<file path="config.mk">
export PLATFORM = sky130hd
export DESIGN_NAME = writeback_stage_flat
export DESIGN_NICKNAME = d
export VERILOG_FILES = /design/src/rtl/rv32i_pkg.sv /design/src/rtl/writeback_stage_if.sv /design/src/rtl/writeback_stage_load_align.sv /design/src/rtl/writeback_stage.sv /design/src/flat_wrapper.sv
export SDC_FILE = /design/constraint.sdc
export NUM_CORES = 1
export LEC_CHECK = 0
export ABC_AREA = 0
export CAP_MARGIN = 20
export CORE_MARGIN = 5
export CORE_UTILIZATION = 48
export CTS_CLUSTER_SIZE = 28
export DETAILED_ROUTE_END_ITERATION = 16
export PLACE_DENSITY = 0.9
export SLEW_MARGIN = 20
export SYNTH_ARGS = -nofsm -noshare
export SYNTH_HDL_FRONTEND = slang
export SYNTH_SLANG_ARGS = --single-unit
</file>
<file path="constraint.sdc">
create_clock -name clk -period 4 [get_ports clk]
set_clock_uncertainty 0.15 [all_clocks]
set_input_delay 1 -clock clk [delete_from_list [all_inputs] [get_ports clk]]
set_output_delay 1 -clock clk [all_outputs]
set_load 0.005 [all_outputs]
</file>
<file path="src/rtl/rv32i_pkg.sv">
// Shared rv32i constants and encodings for the integer pipeline.
package rv32i_pkg;

  localparam int unsigned XLEN           = 32;
  localparam int unsigned REG_ADDR_WIDTH = 5;
  localparam int unsigned REG_COUNT      = 32;

  typedef enum logic [2:0] {
    LB  = 3'b000,
    LH  = 3'b001,
    LW  = 3'b010,
    LBU = 3'b100,
    LHU = 3'b101
  } load_funct3_e;

endpackage

</file>
<file path="src/rtl/writeback_stage_if.sv">
// Writeback-stage bus: ALU/load producers, issue scoreboard taps, register-file write port.
interface writeback_stage_if;
  import rv32i_pkg::*;

  logic                      alu_valid;
  logic                      alu_ready;
  logic [REG_ADDR_WIDTH-1:0] alu_rd;
  logic [XLEN-1:0]           alu_result;

  logic                      ld_valid;
  logic                      ld_ready;
  logic [REG_ADDR_WIDTH-1:0] ld_rd;
  logic [XLEN-1:0]           ld_word;
  logic [2:0]                ld_funct3;
  logic [1:0]                ld_byte_off;

  logic                      iss_valid;
  logic [REG_ADDR_WIDTH-1:0] iss_rd;
  logic [REG_ADDR_WIDTH-1:0] chk_addr1;
  logic [REG_ADDR_WIDTH-1:0] chk_addr2;
  logic                      busy1;
  logic                      busy2;

  logic                      wr_en;
  logic [REG_ADDR_WIDTH-1:0] wr_addr;
  logic [XLEN-1:0]           wdata;
  logic                      ld_err;

  // Pipeline side: producers, issue logic and register file.
  modport master (
    output alu_valid, alu_rd, alu_result,
    output ld_valid, ld_rd, ld_word, ld_funct3, ld_byte_off,
    output iss_valid, iss_rd, chk_addr1, chk_addr2,
    input  alu_ready, ld_ready, busy1, busy2,
    input  wr_en, wr_addr, wdata, ld_err
  );

  // Writeback stage itself.
  modport slave (
    input  alu_valid, alu_rd, alu_result,
    input  ld_valid, ld_rd, ld_word, ld_funct3, ld_byte_off,
    input  iss_valid, iss_rd, chk_addr1, chk_addr2,
    output alu_ready, ld_ready, busy1, busy2,
    output wr_en, wr_addr, wdata, ld_err
  );

endinterface

</file>
<file path="src/rtl/writeback_stage_load_align.sv">
// Load data alignment and sign/zero extension with misalignment/illegal-type detection.
module load_align
  import rv32i_pkg::*;
(
  input  logic [XLEN-1:0] ld_word,
  input  logic [2:0]      ld_funct3,
  input  logic [1:0]      ld_byte_off,
  output logic [XLEN-1:0] data,
  output logic            err
);

  logic [7:0]  byte_sel;
  logic [15:0] half_sel;

  assign byte_sel = ld_word[{ld_byte_off, 3'b000} +: 8];
  assign half_sel = ld_word[{ld_byte_off[1], 4'b0000} +: 16];

  // Select lane and extend; unknown funct3 values are flagged as errors.
  always_comb begin
    data = '0;
    err  = 1'b0;
    case (ld_funct3)
      LB:  data = {{(XLEN-8){byte_sel[7]}}, byte_sel};
      LBU: data = {{(XLEN-8){1'b0}}, byte_sel};
      LH: begin
        data = {{(XLEN-16){half_sel[15]}}, half_sel};
        err  = ld_byte_off[0];
      end
      LHU: begin
        data = {{(XLEN-16){1'b0}}, half_sel};
        err  = ld_byte_off[0];
      end
      LW: begin
        data = ld_word;
        err  = (ld_byte_off != 2'b00);
      end
      default: err = 1'b1;
    endcase
  end

endmodule

</file>
<file path="src/rtl/writeback_stage.sv">
// Writeback stage: load/ALU arbitration, registered GPR write port, RAW scoreboard.
module writeback_stage
  import rv32i_pkg::*;
(
  input  logic               clk,
  input  logic               areset,
  writeback_stage_if.slave   bus
);

  logic [XLEN-1:0]           ld_data;
  logic                      ld_bad;
  logic                      ld_fire;
  logic                      alu_fire;

  logic                      wr_en_q, wr_en_d;
  logic [REG_ADDR_WIDTH-1:0] wr_addr_q, wr_addr_d;
  logic [XLEN-1:0]           wdata_q, wdata_d;
  logic                      ld_err_q, ld_err_d;
  logic [REG_COUNT-1:0]      pending_q, pending_d;

  load_align u_load_align (
    .ld_word     (bus.ld_word),
    .ld_funct3   (bus.ld_funct3),
    .ld_byte_off (bus.ld_byte_off),
    .data        (ld_data),
    .err         (ld_bad)
  );

  // Loads always win; the ALU is back-pressured whenever a load is offered.
  assign bus.ld_ready  = ~areset;
  assign bus.alu_ready = ~bus.ld_valid;
  assign ld_fire       = bus.ld_valid & bus.ld_ready;
  assign alu_fire      = bus.alu_valid & bus.alu_ready;

  // Next write-port value and scoreboard update; an issue on the retiring register wins.
  always_comb begin
    wr_en_d   = 1'b0;
    wr_addr_d = wr_addr_q;
    wdata_d   = wdata_q;
    ld_err_d  = 1'b0;
    pending_d = pending_q;
    if (ld_fire) begin
      wr_en_d              = (bus.ld_rd != '0) & ~ld_bad;
      wr_addr_d            = bus.ld_rd;
      wdata_d              = ld_data;
      ld_err_d             = ld_bad;
      pending_d[bus.ld_rd] = 1'b0;
    end else if (alu_fire) begin
      wr_en_d               = (bus.alu_rd != '0);
      wr_addr_d             = bus.alu_rd;
      wdata_d               = bus.alu_result;
      pending_d[bus.alu_rd] = 1'b0;
    end
    if (bus.iss_valid && (bus.iss_rd != '0)) begin
      pending_d[bus.iss_rd] = 1'b1;
    end
    pending_d[0] = 1'b0;
  end

  // State registers; reset drops any in-flight result.
  always_ff @(posedge clk or posedge areset) begin
    if (areset) begin
      wr_en_q   <= 1'b0;
      wr_addr_q <= '0;
      wdata_q   <= '0;
      ld_err_q  <= 1'b0;
      pending_q <= '0;
    end else begin
      wr_en_q   <= wr_en_d;
      wr_addr_q <= wr_addr_d;
      wdata_q   <= wdata_d;
      ld_err_q  <= ld_err_d;
      pending_q <= pending_d;
    end
  end

  // Busy also covers the cycle the write is on the port, so readers never see stale data.
  assign bus.busy1 = (bus.chk_addr1 != '0) &
                     (pending_q[bus.chk_addr1] | (wr_en_q & (wr_addr_q == bus.chk_addr1)));
  assign bus.busy2 = (bus.chk_addr2 != '0) &
                     (pending_q[bus.chk_addr2] | (wr_en_q & (wr_addr_q == bus.chk_addr2)));

  assign bus.wr_en   = wr_en_q;
  assign bus.wr_addr = wr_addr_q;
  assign bus.wdata   = wdata_q;
  assign bus.ld_err  = ld_err_q;

endmodule

</file>
<file path="src/flat_wrapper.sv">
// flat-port wrapper written by rule: the top's interface ports become plain ports
module writeback_stage_flat import rv32i_pkg::*;
  (clk, areset, bus_alu_valid, bus_alu_rd, bus_alu_result, bus_ld_valid, bus_ld_rd, bus_ld_word, bus_ld_funct3, bus_ld_byte_off, bus_iss_valid, bus_iss_rd, bus_chk_addr1, bus_chk_addr2, bus_alu_ready, bus_ld_ready, bus_busy1, bus_busy2, bus_wr_en, bus_wr_addr, bus_wdata, bus_ld_err);
  writeback_stage_if bus_i ();
  input  logic clk;
  input  logic areset;
  input wire logic [$bits(bus_i.alu_valid)-1:0] bus_alu_valid;
  input wire logic [$bits(bus_i.alu_rd)-1:0] bus_alu_rd;
  input wire logic [$bits(bus_i.alu_result)-1:0] bus_alu_result;
  input wire logic [$bits(bus_i.ld_valid)-1:0] bus_ld_valid;
  input wire logic [$bits(bus_i.ld_rd)-1:0] bus_ld_rd;
  input wire logic [$bits(bus_i.ld_word)-1:0] bus_ld_word;
  input wire logic [$bits(bus_i.ld_funct3)-1:0] bus_ld_funct3;
  input wire logic [$bits(bus_i.ld_byte_off)-1:0] bus_ld_byte_off;
  input wire logic [$bits(bus_i.iss_valid)-1:0] bus_iss_valid;
  input wire logic [$bits(bus_i.iss_rd)-1:0] bus_iss_rd;
  input wire logic [$bits(bus_i.chk_addr1)-1:0] bus_chk_addr1;
  input wire logic [$bits(bus_i.chk_addr2)-1:0] bus_chk_addr2;
  output wire logic [$bits(bus_i.alu_ready)-1:0] bus_alu_ready;
  output wire logic [$bits(bus_i.ld_ready)-1:0] bus_ld_ready;
  output wire logic [$bits(bus_i.busy1)-1:0] bus_busy1;
  output wire logic [$bits(bus_i.busy2)-1:0] bus_busy2;
  output wire logic [$bits(bus_i.wr_en)-1:0] bus_wr_en;
  output wire logic [$bits(bus_i.wr_addr)-1:0] bus_wr_addr;
  output wire logic [$bits(bus_i.wdata)-1:0] bus_wdata;
  output wire logic [$bits(bus_i.ld_err)-1:0] bus_ld_err;
  assign bus_i.alu_valid = bus_alu_valid;
  assign bus_i.alu_rd = bus_alu_rd;
  assign bus_i.alu_result = bus_alu_result;
  assign bus_i.ld_valid = bus_ld_valid;
  assign bus_i.ld_rd = bus_ld_rd;
  assign bus_i.ld_word = bus_ld_word;
  assign bus_i.ld_funct3 = bus_ld_funct3;
  assign bus_i.ld_byte_off = bus_ld_byte_off;
  assign bus_i.iss_valid = bus_iss_valid;
  assign bus_i.iss_rd = bus_iss_rd;
  assign bus_i.chk_addr1 = bus_chk_addr1;
  assign bus_i.chk_addr2 = bus_chk_addr2;
  assign bus_alu_ready = bus_i.alu_ready;
  assign bus_ld_ready = bus_i.ld_ready;
  assign bus_busy1 = bus_i.busy1;
  assign bus_busy2 = bus_i.busy2;
  assign bus_wr_en = bus_i.wr_en;
  assign bus_wr_addr = bus_i.wr_addr;
  assign bus_wdata = bus_i.wdata;
  assign bus_ld_err = bus_i.ld_err;
  writeback_stage u_core (.clk(clk), .areset(areset), .bus(bus_i));
endmodule
</file>
; ---- Yosys cells after proc, flatten, opt, wreduce, memory -nomap -nowiden
; Index checks and enable logic that the tools add are counted.
[word_totals]
register_bits = 70
input_bits = 99
out_inout_bits = 43
elab_cells = 74
[classes]
n_lt_le_gt_ge = 8
eq_ne = 6
shift = 2
muxes = 22
n_bitwise = 17
n_reduce_logical = 14
[ops]
columns = cell, count
row1 = 32-bit 2-to-1 mux, 5
row2 = 32-bit case mux with 5 select lines, 1
row3 = 32-bit bitwise AND, 2
row4 = 32-bit NOT, 2
row5 = 32-bit OR, 1
row6 = 32-bit by 6-bit variable part select with 16-bit output, 1
row7 = 32-bit by 6-bit variable part select with 8-bit output, 1
row8 = 5-bit by 6-bit less-than comparator with 1-bit output (second input constant), 5
row9 = 5-bit nonzero test, 5
row10 = 1-bit demux with 5-bit select, 3
row11 = 5-bit by 1-bit greater-or-equal comparator with 1-bit output (second input constant), 3
row12 = 1-bit binary-select mux with 5-bit select, 2
row13 = 5-bit == test, 2
row14 = 5-bit 2-to-1 mux, 2
row15 = 1-bit 2-to-1 mux, 8
row16 = 1-bit bitwise AND, 7
row17 = 3-bit == test (second input constant), 2
row18 = 1-bit logical AND, 4
row19 = 2-bit nonzero test, 2
row20 = 2-bit OR reduction, 2
row21 = 3-bit by 1-bit == test with 1-bit output (second input constant), 1
row22 = 3-bit by 2-bit == test with 1-bit output (second input constant), 1
row23 = 3-bit zero test, 1
row24 = 1-bit NOT, 3
row25 = other kinds (2), 3

; ---- Logic depth before layout (Yosys ltp)
[depth]
ltp_word = 10
ltp_mapped = 7
depth_no_buf = 5

; ---- Modules after synthesis
; A second synthesis with hierarchy kept.
[unflattened]
hier_cells = 554
hier_area_um2 = 4954.8
[by_module_without_submodules]
columns = mod, n_inst, cells_per_inst, area_per_inst_um2, seq_area_each_um2
row1 = writeback_stage, 1, 446, 4055.1, 1751.7
row2 = load_align, 1, 108, 899.6, 0.0

; ---- Least setup slack after synthesis
; No wires, ideal clock.
[synth_timing]
path_type = input-to-output
startpoint = in areset
endpoint = out bus_ld_ready
t_arrival_ns = 2.474
required_ns = 2.850
slack_ns = 0.376
path_stages = 1
path_buffers = 0
cell_sequence = inv_1
[synth_via]
elab_chain_cells = 1
[synth_lines]
columns = item, line_no
row1 = "start, declared", flat_wrapper.sv:6  ; input logic areset;
row2 = 1-bit NOT, writeback_stage.sv:30  ; assign bus.ld_ready = ~areset;
row3 = "end, declared", flat_wrapper.sv:20  ; output wire logic [$bits(bus_i.ld_ready)-1:0] bus_ld_ready;
; Every way passes these cells.

; ---- Worst setup path in the final report
[layout_timing]
startpoint = in bus_chk_addr1[0]
endpoint = out bus_busy1
[layout_via]
elab_chain_cells = 4
word_cells_on_any_way = 7
classes_between = 1 x eq/ne / 2 x mux / 3 x bitwise / 1 x reduce/logical
[layout_lines]
columns = item, line_no
row1 = "start, declared", flat_wrapper.sv:17  ; input wire logic [$bits(bus_i.chk_addr1)-1:0] bus_chk_addr1;
row2 = 1-bit binary-select mux with 5-bit select / 5-bit == test (equally long branches), writeback_stage.sv:79  ; (pending_q[bus.chk_addr1] | (wr_en_q & (wr_addr_q == bus.chk_addr1)));
row3 = 1-bit 2-to-1 mux (not written as such) / 1-bit bitwise AND (equally long branches), writeback_stage.sv:79
row4 = 1-bit OR, writeback_stage.sv:79
row5 = 1-bit bitwise AND (*), writeback_stage.sv:78  ; assign bus.busy1 = (bus.chk_addr1 != '0) &
row6 = "end, declared", flat_wrapper.sv:21  ; output wire logic [$bits(bus_i.busy1)-1:0] bus_busy1;
; Every way passes the cells marked *; elsewhere a longest branch is shown, timed or not. The select of a mux whose other input is x is not followed.

==> reports/results.ini <==
[outcome]
status = completed

[finish]
ff_latch_area_um2 = 1750
fillers = 743
fin_util_pct = 68.4
num_antenna_cells = 0
syn_to_final_growth_pct = 40.9
stdcell_area_um2 = 6560
final_cell_mix = clkdlybuf4s50_1, dfrtp_1, nand2_1, nor2_1, o21ai_0
layout.cells.most_common = clkdlybuf4s50_1
multi_input_area_um2 = 2720
finalNetCount = 744
layout-drive-gt1-share_pct = 11.4

[sta]
post-route-min-period_ns = 3.91
final_max_slew_viol_count = 0
relSlewSlack_pct = 37.4
hold_viol = 0
max_freq_mhz = 256
fin_ws_ns = 0.0878
fin_crit_sh_pct = 97.8
fin_tns_setup_ns = 0
hold_ws_ns = 0.384
setup_violations = 0
rsz0062_at_grt = false
worstMarginPinSlew_ns = 0.939

[critical_path]
worstPathCellList = buf_2 > mux4_1 > mux4_2 > nor3b_2 > a31oi_1 > dlygate4sd2_1
r2r_slack_ns = 3.05
path_buf_inv = 2
r2r-end = u_core.pending_q[25]
worstPathArrival_ns = 2.76
critPathTopFamily = multiplexers
timing.rr.start = u_core.pending_q[25]
slowest_delay_ns = 0.56
endpoint_kind = output port
crit_required_ns = 2.85
cp.depth = 6
critPathLaunch = bus_chk_addr1[0]
crit_path_end = bus_busy1
start_kind = input port
crit_path_max_fanout = 5
crit_type = in -> out
rr_worst_depth = 2
critPathSlowestCell = mux4_1

[grt]
grt_pass1_wl_um = 25600
grt_pass1_vias = 4929
antenna_found_initial = 0
grt_overflow = 0
grt_usage_pct = 28.6
grt_max_degree = 71

[routing]
postRouteAntennaNets = 0
drt_pre_antenna_iters = 5
num_vias = 4921
drc_errors = 0
wl_um = 16300
wl_per_cell_um = 20.9
vias_per_cell = 6.28
drt_iter0_drc = 390

[clock_network]
clock_sinks = 70
cts_hold_buf = 0
worstSkewPairLatency_ns = 0.36
clk_pin_slew_ns = 0.08
clk_path_buf_depth = 2
h-tree-depth = 3
cts_tree = done
root_buffer = clkbuf_8
numCtsBuffers = 9

[synthesis]
ys_types = 53
synth-edff-count = 0
synth.area.top_cells = dfrtp_1, mux4_2, nand2_1
synth_nets = 603
yosys.area.top_type_share_pct = 37.6
synth_compound_area_share_pct = 25.1
synthCells = 504
netlist_area_um2 = 4660
synth-seq-area-share_pct = 37.6
synth_top_family_by_area = compound AO/OA/AOI/OAI gates
synth_warnings = 0
synthSimpleGateAreaFrac_pct = 18.5
yosys_register_bits = 70
synth-adder-area-share_pct = 0
synth_xor_area_share_pct = 1.88
synthFlopType = dfrtp_1
yosys.area.top_type = dfrtp_1
syn_avg_cell_area_um2 = 9.24
async_flop_share_pct = 100
synthMuxAreaShare_pct = 12.5

[placement]
gp_congestion = 0.975
place_ws_ns = -0.601
hpwlAfterDp_um = 12500
dpl_cell_area_um2 = 6260
portBuffers = 141

[floorplan]
die_area_um2 = 11800
start_util_pct = 48.5
io-pin-count = 142
num_rows = 36
dieWidth_um = 108
coreArea_um2 = 9590
fp.dieH_um = 108

[run]
drv_cap = 0

[pwr]
p_leak_nw = 2.58
ir_worst_vdd_mv = 0.239
p_int_mw = 1.68
p_per_area_nw_per_um2 = 361
p_clk_share_pct = 30.0
p_sw_share_pct = 28.9
p_comb_share_pct = 29.2
seqPwrFrac_pct = 40.7
switchingPower_uw = 683

[min_path]
min_from = u_core.pending_q[21]
hp-class = reg -> reg

-- area by class of cell --
| type | count | area share (%) |
|---|---|---|
| clock buffers | 11 | 2.15 |
| flip-flops and latches | 70 | 26.7 |
| multi-input cells | 388 | 41.4 |
| inverters | 11 | 0.629 |
| repair buffers | 165 | 24.9 |
| well taps | 133 | 2.54 |
| clock inverters | 5 | 1.62 |
-- power by group through the flow --
stage,combinational [mW],clock (mW),sequential [mW]
2_1_floorplan,0.360,0,0.924
3_3_place_gp,0.663,0,0.967
3_5_place_dp,0.682,0,0.968
4_1_cts,0.690,0.713,0.958
5_1_grt,0.748,0.748,0.976
6_report,0.692,0.710,0.964
-- synthesized netlist by cell type, drive strengths merged (3+ instances only) --
| master | count |
|---|---|
| a22o | 21 |
| o211ai | 5 |
| dfrtp | 70 |
| and3 | 4 |
| inv | 10 |
| nor2 | 49 |
| o21ai | 46 |
| nand3 | 5 |
| nor2b | 7 |
| a31oi | 13 |
| a221o | 8 |
| clkbuf | 27 |
| nor3 | 9 |
| nor3b | 7 |
| and2 | 18 |
| xnor2 | 4 |
| nand2 | 62 |
| mux2i | 4 |
| nand2b | 7 |
| a221oi | 9 |
| xor2 | 6 |
| a21oi | 29 |
| a22oi | 22 |
| a32o | 6 |
| nand3b | 3 |
| mux2 | 3 |
| buf | 8 |
| mux4 | 22 |
-- worst reg2reg max path: cells and delay by family (launching register included) --
| family | cells | cell delay, ns |
|---|---|---|
| flip-flops | 1 | 0.42 |
| AO/OA/AOI/OAI | 2 | 0.25 |
-- sequential cells by signal, indices dropped and copies added (netlist names) --
register	count
u_core.bus.wr_en	1
u_core.bus.ld_err	1
u_core.pending_q	31
u_core.bus.wdata	32
u_core.bus.wr_addr	5
-- cell families (layout without fill, tap and decap cells) --
logic type | count (synthesis) | count (layout)
compound gates | 169 | 169
mux | 29 | 29
flops | 70 | 70
xor+xnor | 10 | 10
simple gates | 180 | 180
buf+inv | 46 | 192
-- per-stage QoR --
stage | power (mW) | cells
floorplan | 1.28 | 504
global placement | 1.63 | 765
detailed placement | 1.65 | 765
CTS | 2.36 | 783
global route | 2.47 | 783
finish | 2.37 | 783
-- how the worst min path moves through the flow --
stage / to / depth (start not counted)
floorplan: u_core.pending_q[22] / 1
global placement: u_core.pending_q[21] / 1
detailed placement: u_core.pending_q[21] / 1
CTS: u_core.pending_q[21] / 1
global route: u_core.bus.wdata[19] / 2
finish: u_core.pending_q[21] / 1
-- routing by layer --
layer	routed length (um)	GRT usage (%)	part of all wire, %
met1	5850	34.5	36
met4	699	15.0	4.3
met5	0	0	0
met2	7860	47.1	48
met3	1930	7.22	12
-- what timing repair did --
item / in CTS / in global routing
pin swaps: 3 / 1
resized for setup: 13 / 4
setup endpoints to repair: 2 / 1
setup buffers: 1 / 0
gates cloned: 1 / 0
Power figures use the tool's default switching activity.
